--- config.mk ---
export PLATFORM = sky130hd
export DESIGN_NAME = newbyte_lane_assembler
export DESIGN_NICKNAME = d
export VERILOG_FILES = /design/src/rtl/newbyte_lane_assembler.sv
export SDC_FILE = /design/constraint.sdc
export NUM_CORES = 1
export LEC_CHECK = 0
export BUFFER_PORTS_ARGS = -buffer_cell sky130_fd_sc_hd__buf_2
export CAP_MARGIN = 0
export CELL_PAD_IN_SITES_DETAIL_PLACEMENT = 1
export CELL_PAD_IN_SITES_GLOBAL_PLACEMENT = 2
export CORE_AREA = 2 2 110 112
export CTS_CLUSTER_SIZE = 12
export DETAILED_ROUTE_END_ITERATION = 8
export DIE_AREA = 0 0 112 114
export PLACE_DENSITY = 0.81
export SETUP_SLACK_MARGIN = 0.2
export SYNTH_ARGS = -nofsm -noshare
export SYNTH_HDL_FRONTEND = slang
export SYNTH_SLANG_ARGS = --single-unit
--- constraint.sdc ---
create_clock -name phi3 -period 2.5 [get_ports phi3]
set_input_delay 0.25 -clock phi3 [delete_from_list [all_inputs] [get_ports phi3]]
set_output_delay 0.25 -clock phi3 [all_outputs]
set_load 0.005 [all_outputs]
--- src/rtl/newbyte_lane_assembler.sv ---
`default_nettype none
// ============================================================================
// Module  : newbyte_lane_assembler
// Brief   : Routes a byte stream into NDEST lane-assembled word registers with
//           registered strobes, per-destination lane counters and completion.
// Revision: 1.0 - initial release
// ============================================================================
module newbyte_lane_assembler #(
  parameter int NLANE = 4,
  parameter int BW    = 8,
  parameter int NDEST = 2
) (
  input  logic                                  phi3,
  input  logic                                  reset,
  input  logic                                  byte_in_valid,
  input  logic [BW-1:0]                         byte_in,
  input  logic [((NDEST > 1) ? $clog2(NDEST) : 1)-1:0] dest,
  input  logic [$clog2(NLANE)-1:0]              lane,
  input  logic                                  auto_lane,
  input  logic                                  pass,
  input  logic                                  flush,
  output logic [NDEST*NLANE-1:0]                strobe,
  output logic [NDEST*NLANE*BW-1:0]             word,
  output logic [NDEST*NLANE-1:0]                lane_mask,
  output logic [NDEST-1:0]                      word_valid,
  output logic [NDEST-1:0]                      overwrite_err
);

  localparam int LW = $clog2(NLANE);
  localparam int DW = (NDEST > 1) ? $clog2(NDEST) : 1;

  logic [BW-1:0]    r_word   [NDEST][NLANE];
  logic [NLANE-1:0] r_mask   [NDEST];
  logic [NLANE-1:0] r_strobe [NDEST];
  logic [LW-1:0]    r_cnt    [NDEST];
  logic [NDEST-1:0] r_word_valid;
  logic [NDEST-1:0] r_overwrite;

  logic             w_dest_ok;
  logic             w_accept;
  logic [LW-1:0]    w_lane;
  logic [NLANE-1:0] w_onehot;
  logic [NLANE-1:0] w_mask_cur;
  logic             w_full;
  logic             w_overwrite;

  // Non-power-of-two NDEST leaves dest codes with no backing register.
  assign w_dest_ok   = ({1'b0, dest} < (DW+1)'(NDEST));
  assign w_accept    = byte_in_valid & ~pass & ~flush & w_dest_ok;
  assign w_lane      = auto_lane ? r_cnt[dest] : lane;
  assign w_onehot    = NLANE'(1) << w_lane;
  assign w_mask_cur  = r_mask[dest];
  assign w_full      = &(w_mask_cur | w_onehot);
  assign w_overwrite = |(w_mask_cur & w_onehot);

  always_ff @(posedge phi3 or posedge reset) begin
    if (reset) begin
      for (int d = 0; d < NDEST; d++) begin
        for (int k = 0; k < NLANE; k++) r_word[d][k] <= '0;
        r_mask[d]   <= '0;
        r_strobe[d] <= '0;
        r_cnt[d]    <= '0;
      end
      r_word_valid <= '0;
      r_overwrite  <= '0;
    end else begin
      for (int d = 0; d < NDEST; d++) r_strobe[d] <= '0;
      r_word_valid <= '0;
      r_overwrite  <= '0;
      if (flush) begin
        // Abort partial words only; assembled data stays visible.
        for (int d = 0; d < NDEST; d++) begin
          r_mask[d] <= '0;
          r_cnt[d]  <= '0;
        end
      end else if (w_accept) begin
        r_word[dest][w_lane] <= byte_in;
        r_strobe[dest]       <= w_onehot;
        r_overwrite[dest]    <= w_overwrite;
        if (w_full) begin
          r_mask[dest]       <= '0;
          r_cnt[dest]        <= '0;
          r_word_valid[dest] <= 1'b1;
        end else begin
          r_mask[dest] <= w_mask_cur | w_onehot;
          r_cnt[dest]  <= w_lane + 1'b1;
        end
      end
    end
  end

  for (genvar d = 0; d < NDEST; d++) begin : g_dest
    assign strobe[d*NLANE +: NLANE]    = r_strobe[d];
    assign lane_mask[d*NLANE +: NLANE] = r_mask[d];
    for (genvar k = 0; k < NLANE; k++) begin : g_lane
      assign word[(d*NLANE+k)*BW +: BW] = r_word[d][k];
    end
  end

  assign word_valid    = r_word_valid;
  assign overwrite_err = r_overwrite;

endmodule
`default_nettype wire

==> impl_metrics.yaml, run 1 <==
cts:
  cts_tree: "yes"
  cts_max_path_buffers: 2
  numCtsBuffers: 9
  clk_pin_slew_ps: 60
  root_buffer: "clkbuf_16"
  cts_hold_buffers: 0
  clock-sinks: 88
  clkLatencyLatePin_ps: 330
  cts_post_setup_buffers_inserted: 0
  cts_resized: 0
  h-tree-depth: 3
place:
  preCtsSetupSlack_ps: 240.1
  dp_hpwl_mm: 6.301
  routabilityCongestion: 0.7796
  placed_cells: 485
  port_buffers: 100
sta:
  fmax_mhz: 474.2
  fin_tns_setup_ps: 0
  slew_violations: 0
  timing.slew.headroom: 0.3702
  finalSetupViolCount: 0
  worst_pin_slew_ps: 942.7
  fin_crit_ps: 2109
  rsz0062_at_grt: "no"
  skew_ps: 4.150
  finalHoldViolations: 0
  post-route-period-util: 0.8435
  fin_ws_ps: 391.2
cells_and_area:
  antennaDiodeCount: 0
  layout_commonest_cell: "buf_2"
  fin_nets: 370
  n_fill_cell: 1281
  drive_gt1_frac: 0.5650
  final_cell_mix: "buf_2, dfrtp_1, mux2_2, inv_1, clkbuf_16"
  syn2layout_area_growth_pct: 29.20
  finalNonFillerCells: 501
power_and_ir_drop:
  peakVddDrop_mv: 0.3437
  leakage_nw: 2.394
  powerDensity_mw_per_mm2: 841.9
floorplan:
  die_y_um: 114
  rows: 40
  die_area_mm2: 0.01277
  coreArea_mm2: 0.01171
  die_w_um: 112
  initial_core_util: 0.2979
  pin_count: 101
synth:
  async_flop_share: 1.000
  ys_seq_area_frac: 0.6313
  yosysTopAreaCell: "dfrtp_1"
  synth_top_area_frac: 0.6313
  synth.net_count: 259
  synth_cell_types: 31
  syn-cell-area_mm2: 0.003488
  synth_area_per_cell_um2: 14.66
  synth_cells: 238
  synth_edf_count: 0
  yosys_warnings: 0
  yosys_most_used_dff: "dfrtp_1"
  ys_ff_latch: 88
  synth.top_cells.by_area: "dfrtp_1, mux2_2, ha_1"
worst_setup_path:
  cp.arrival_ps: 2340
  required_ps: 2730
  crit_type: "register to register"
  r2r_cells: 7
  critPathSlowestCell: "or4_1"
  worstSetupEndpointType: "register"
  cp_max_fo: 5
  start_kind: "register"
  slowest_delay_ps: 560
  crit_path_cell_trace: "mux2i_1, a21o_1, inv_1, ha_1, nor2_1, or4_1, a32o_1"
outcome:
  status: "finished, final reports clean"
global_route:
  grt.overflow.total: 0
  grt_max_degree: 42
  antenna_found_initial: 0
  grt_pass1_vias: 2548
  grt_usage: 0.1488
  grt_pass1_wl_mm: 14.41
job:
  drv_cap: 0
detailed_routing:
  drt-pass1-iter-count: 4
  viasPerCell: 4.695
  ant_nets: 0
  drt_wl_total_mm: 9.086
  drc_errors: 0
  post_drt_wl_per_cell_um: 18.14
  via_count: 2352
  drt_iter0_drc: 54
hold_path:
  hold_class: "primary input to asynchronous set/reset pin"
==> stage by stage <==
step	power [mW]	util	instance area, µm²	hold slack (ps)
6_report	3.794	0.3848	4507	112.4
3_3_place_gp	2.430	0.3584	4198	483.3
5_1_grt	3.997	0.3848	4507	171.1
3_5_place_dp	2.468	0.3584	4198	488.0
2_1_floorplan	2.102	-	3492	400.6
4_1_cts	3.866	0.3848	4507	143.2
==> per-layer routing <==
layer,track usage,vias to the layer above,part of all wire
met5,0,-,0
met4,0.05122,0,0.015
met3,0.04410,13,0.058
met2,0.2533,62,0.51
met1,0.1815,1209,0.42
li1,-,1068,-
==> registers in the layout (all words and copies together) (netlist names) <==
signal,cells
lane_mask,8
overwrite_err,2
r_cnt,4
strobe,8
word,64
word_valid,2
==> report_power, final <==
| group | internal, mW | total (mW) | switching [mW] |
|---|---|---|---|
| logic | 0.359 | 0.642 | 0.284 |
| registers | 1.66 | 1.78 | 0.118 |
| clock network | 0.831 | 1.37 | 0.539 |
| total | 2.85 | 3.79 | 0.940 |
==> synth_stat cells (2+ instances only) <==
| master | instances |
|---|---|
| a211oi_1 | 2 |
| o21ai_0 | 8 |
| nand2_1 | 5 |
| mux2i_1 | 2 |
| a22oi_1 | 2 |
| dfrtp_1 | 88 |
| ha_1 | 4 |
| a21o_1 | 2 |
| buf_2 | 2 |
| nor2_1 | 7 |
| a21oi_1 | 3 |
| inv_1 | 13 |
| nand2b_1 | 4 |
| nand2_2 | 7 |
| mux2_2 | 66 |
| clkbuf_1 | 2 |
| o32ai_1 | 5 |
| mux2_4 | 2 |
| nand3b_1 | 2 |
==> worst paths after layout <==
check | slack, ps | start | end
setup / recovery | 390 | r_cnt[0] | r_cnt[2]
hold / removal | 110 | reset | strobe[0]
setup reg to reg | 390 | r_cnt[0] | r_cnt[2]
hold reg to reg | 500 | word[37] | word[37]
max in group asynchronous | 1700 | reset | word[18]
min in group phi3 | 250 | flush | lane_mask[5]
==> critical path, delay by kind of cell (launching register included) <==
family	cells	cell delay, ps
AOI/OAI and AO/OA	2	500
adders and majority gates	1	270
buffers and inverters	1	110
DFF	1	360
muxes	1	80
and+or+nand+nor	2	690
==> cell families (layout without fill, tap and decap cells) <==
family	Yosys count	count (layout)	synth area share
mux	70	70	0.2274
simple gates	33	33	0.05632
buf+inv	19	135	0.02439
compound gates	24	24	0.04627
fa+ha+maj	4	4	0.01435
flops	88	88	0.6313
==> final cells by class <==
cell class / instances / area [µm²] / share of cell area
flip-flops and latches: 88 / 2202 / 0.4886
clock inverters: 4 / 52.55 / 0.01166
multi-input cells: 131 / 1201 / 0.2665
clock buffers: 12 / 256.5 / 0.05691
repair buffers: 106 / 558.0 / 0.1238
well taps: 147 / 183.9 / 0.04081
inverters: 13 / 52.55 / 0.01166
Power figures use the tool's default switching activity.
==> inputs of run 2 (changes only) <==
clock period = 1.9 ns   (was 2.5 ns; I/O delays follow)
==> impl_metrics.yaml, run 2 (same netlist as run 1, synthesis figures left out) <==
detailed_routing:
  post_drt_wl_per_cell_um: 19.61
  viasPerCell: 4.723
  via_count: 2527
  ant_nets: 0
  drt-pass1-iter-count: 4
  drt_wl_total_mm: 10.49
  drt_iter0_drc: 81
  drc_errors: 0
floorplan:
  die_w_um: 112
  pin_count: 101
  rows: 40
  die_area_mm2: 0.01277
  initial_core_util: 0.2979
  coreArea_mm2: 0.01171
  die_y_um: 114
sta:
  rsz0062_at_grt: "yes"
  post-route-period-util: 1.024
  slew_violations: 0
  skew_ps: 9.173
  finalSetupViolCount: 9
  finalHoldViolations: 26
  fin_ws_ps: -44.88
  fmax_mhz: 514.2
  timing.slew.headroom: 0.5609
  worst_pin_slew_ps: 657.3
  whs_ps: -22.43
  fin_crit_ps: 1945
worst_setup_path:
  crit_type: "register to register"
  cp_max_fo: 4
  worstSetupEndpointType: "register"
  start_kind: "register"
  cp.arrival_ps: 2170
  required_ps: 2130
cts:
  h-tree-depth: 3
  clkLatencyLatePin_ps: 330
  cts_max_path_buffers: 2
  numCtsBuffers: 9
  cts_tree: "yes"
  clock-sinks: 88
  clk_pin_slew_ps: 70
  cts_hold_buffers: 0
  root_buffer: "clkbuf_16"
cells_and_area:
  antennaDiodeCount: 0
  final_cell_mix: "buf_2, dfrtp_1, mux2_2, mux2_4, buf_4"
  drive_gt1_frac: 0.6753
  syn2layout_area_growth_pct: 49.35
  layout_commonest_cell: "buf_2"
  fin_util: 0.4449
  largest_reg_flops: 64
  finalNonFillerCells: 535
  fin_nets: 404
outcome:
  status: "finished with violations"
  violations: "negative hold slack, negative setup slack"
place:
  port_buffers: 100
  dp_hpwl_mm: 6.329
  routabilityCongestion: 0.8227
  placed_cells: 496
  preCtsSetupSlack_ps: -43.16
global_route:
  grtUsageMet1: 0.1841
  grt_pass1_vias: 2600
  grt_max_degree: 89
  antenna_found_initial: 0
  met2_usage: 0.2598
  use_met3: 0.04888
  grt_pass1_wl_mm: 14.74
  grt.overflow.total: 0
  top_usage_layer: "met2"
  grt_usage: 0.1504
power_and_ir_drop:
  peakVddDrop_mv: 0.5250
  powerDensity_mw_per_mm2: 980.2
  power_mw: 5.107
  leakage_nw: 2.803
job:
  drv_cap: 0
hold_path:
  hold_class: "primary input to asynchronous set/reset pin"
==> run 2: final cells by class <==
class	instances	area, µm²
fillers	1236	6501
flip-flops and latches	88	2202
well taps	147	183.9
inverters	13	55.05
clock buffers	11	242.7
multi-input cells	132	1545
clock inverters	5	40.04
repair buffers	139	940.9
==> run 2: repair_timing <==
| action | in CTS | in global routing |
|---|---|---|
| buffers inserted | 7 | 13 |
| gates resized for setup | 33 | 47 |
| pin swaps | 4 | 11 |
| endpoints found under the setup margin | 72 | 80 |
| gates cloned | 0 | 3 |
| endpoints found under the hold margin | 0 | 0 |
==> run 2: where the power goes <==
part,internal (mW),switching (mW)
registers,2.19,0.167
logic,0.624,0.439
clock network,0.930,0.756
==> run 2: routing by layer <==
metal	vias up	wire length [µm]
met1	1333	4395
met5	-	0
met3	8	544
met2	64	5472
li1	1122	-
met4	0	82
==> run 2: worst paths after layout <==
check | slack (ps) | cells after the start | startpoint | end
worst max register to register | -40 | 7 | r_cnt[1] | r_cnt[2]
worst max-delay path | -40 | 7 | r_cnt[1] | r_cnt[2]
max in group asynchronous | 1540 | 3 | reset | lane_mask[7]
worst min-delay path | -20 | 3 | reset | strobe[4]
worst min register to register | 500 | 1 | word[20] | word[20]
min in group phi3 | 190 | 2 | flush | lane_mask[5]
==> run 2: through the flow <==
stage / setup TNS (ps) / instance area, µm² / hold slack [ps]
4_1_cts: 0 / 4858 / 4.486
3_3_place_gp: 0 / 4375 / 356.7
5_1_grt: -2235 / 5210 / 4.538
3_5_place_dp: -102.6 / 4375 / 363.4
2_1_floorplan: 0 / 3546 / 340.6
6_report: -160.0 / 5210 / -22.43
==> run 2: critical path: stages (launching register included) <==
cell	delay, ps
dfrtp_1	380
mux2i_1	90
a21o_1	230
inv_2	130
ha_4	190
nor2_4	50
or4_4	540
a32o_1	230
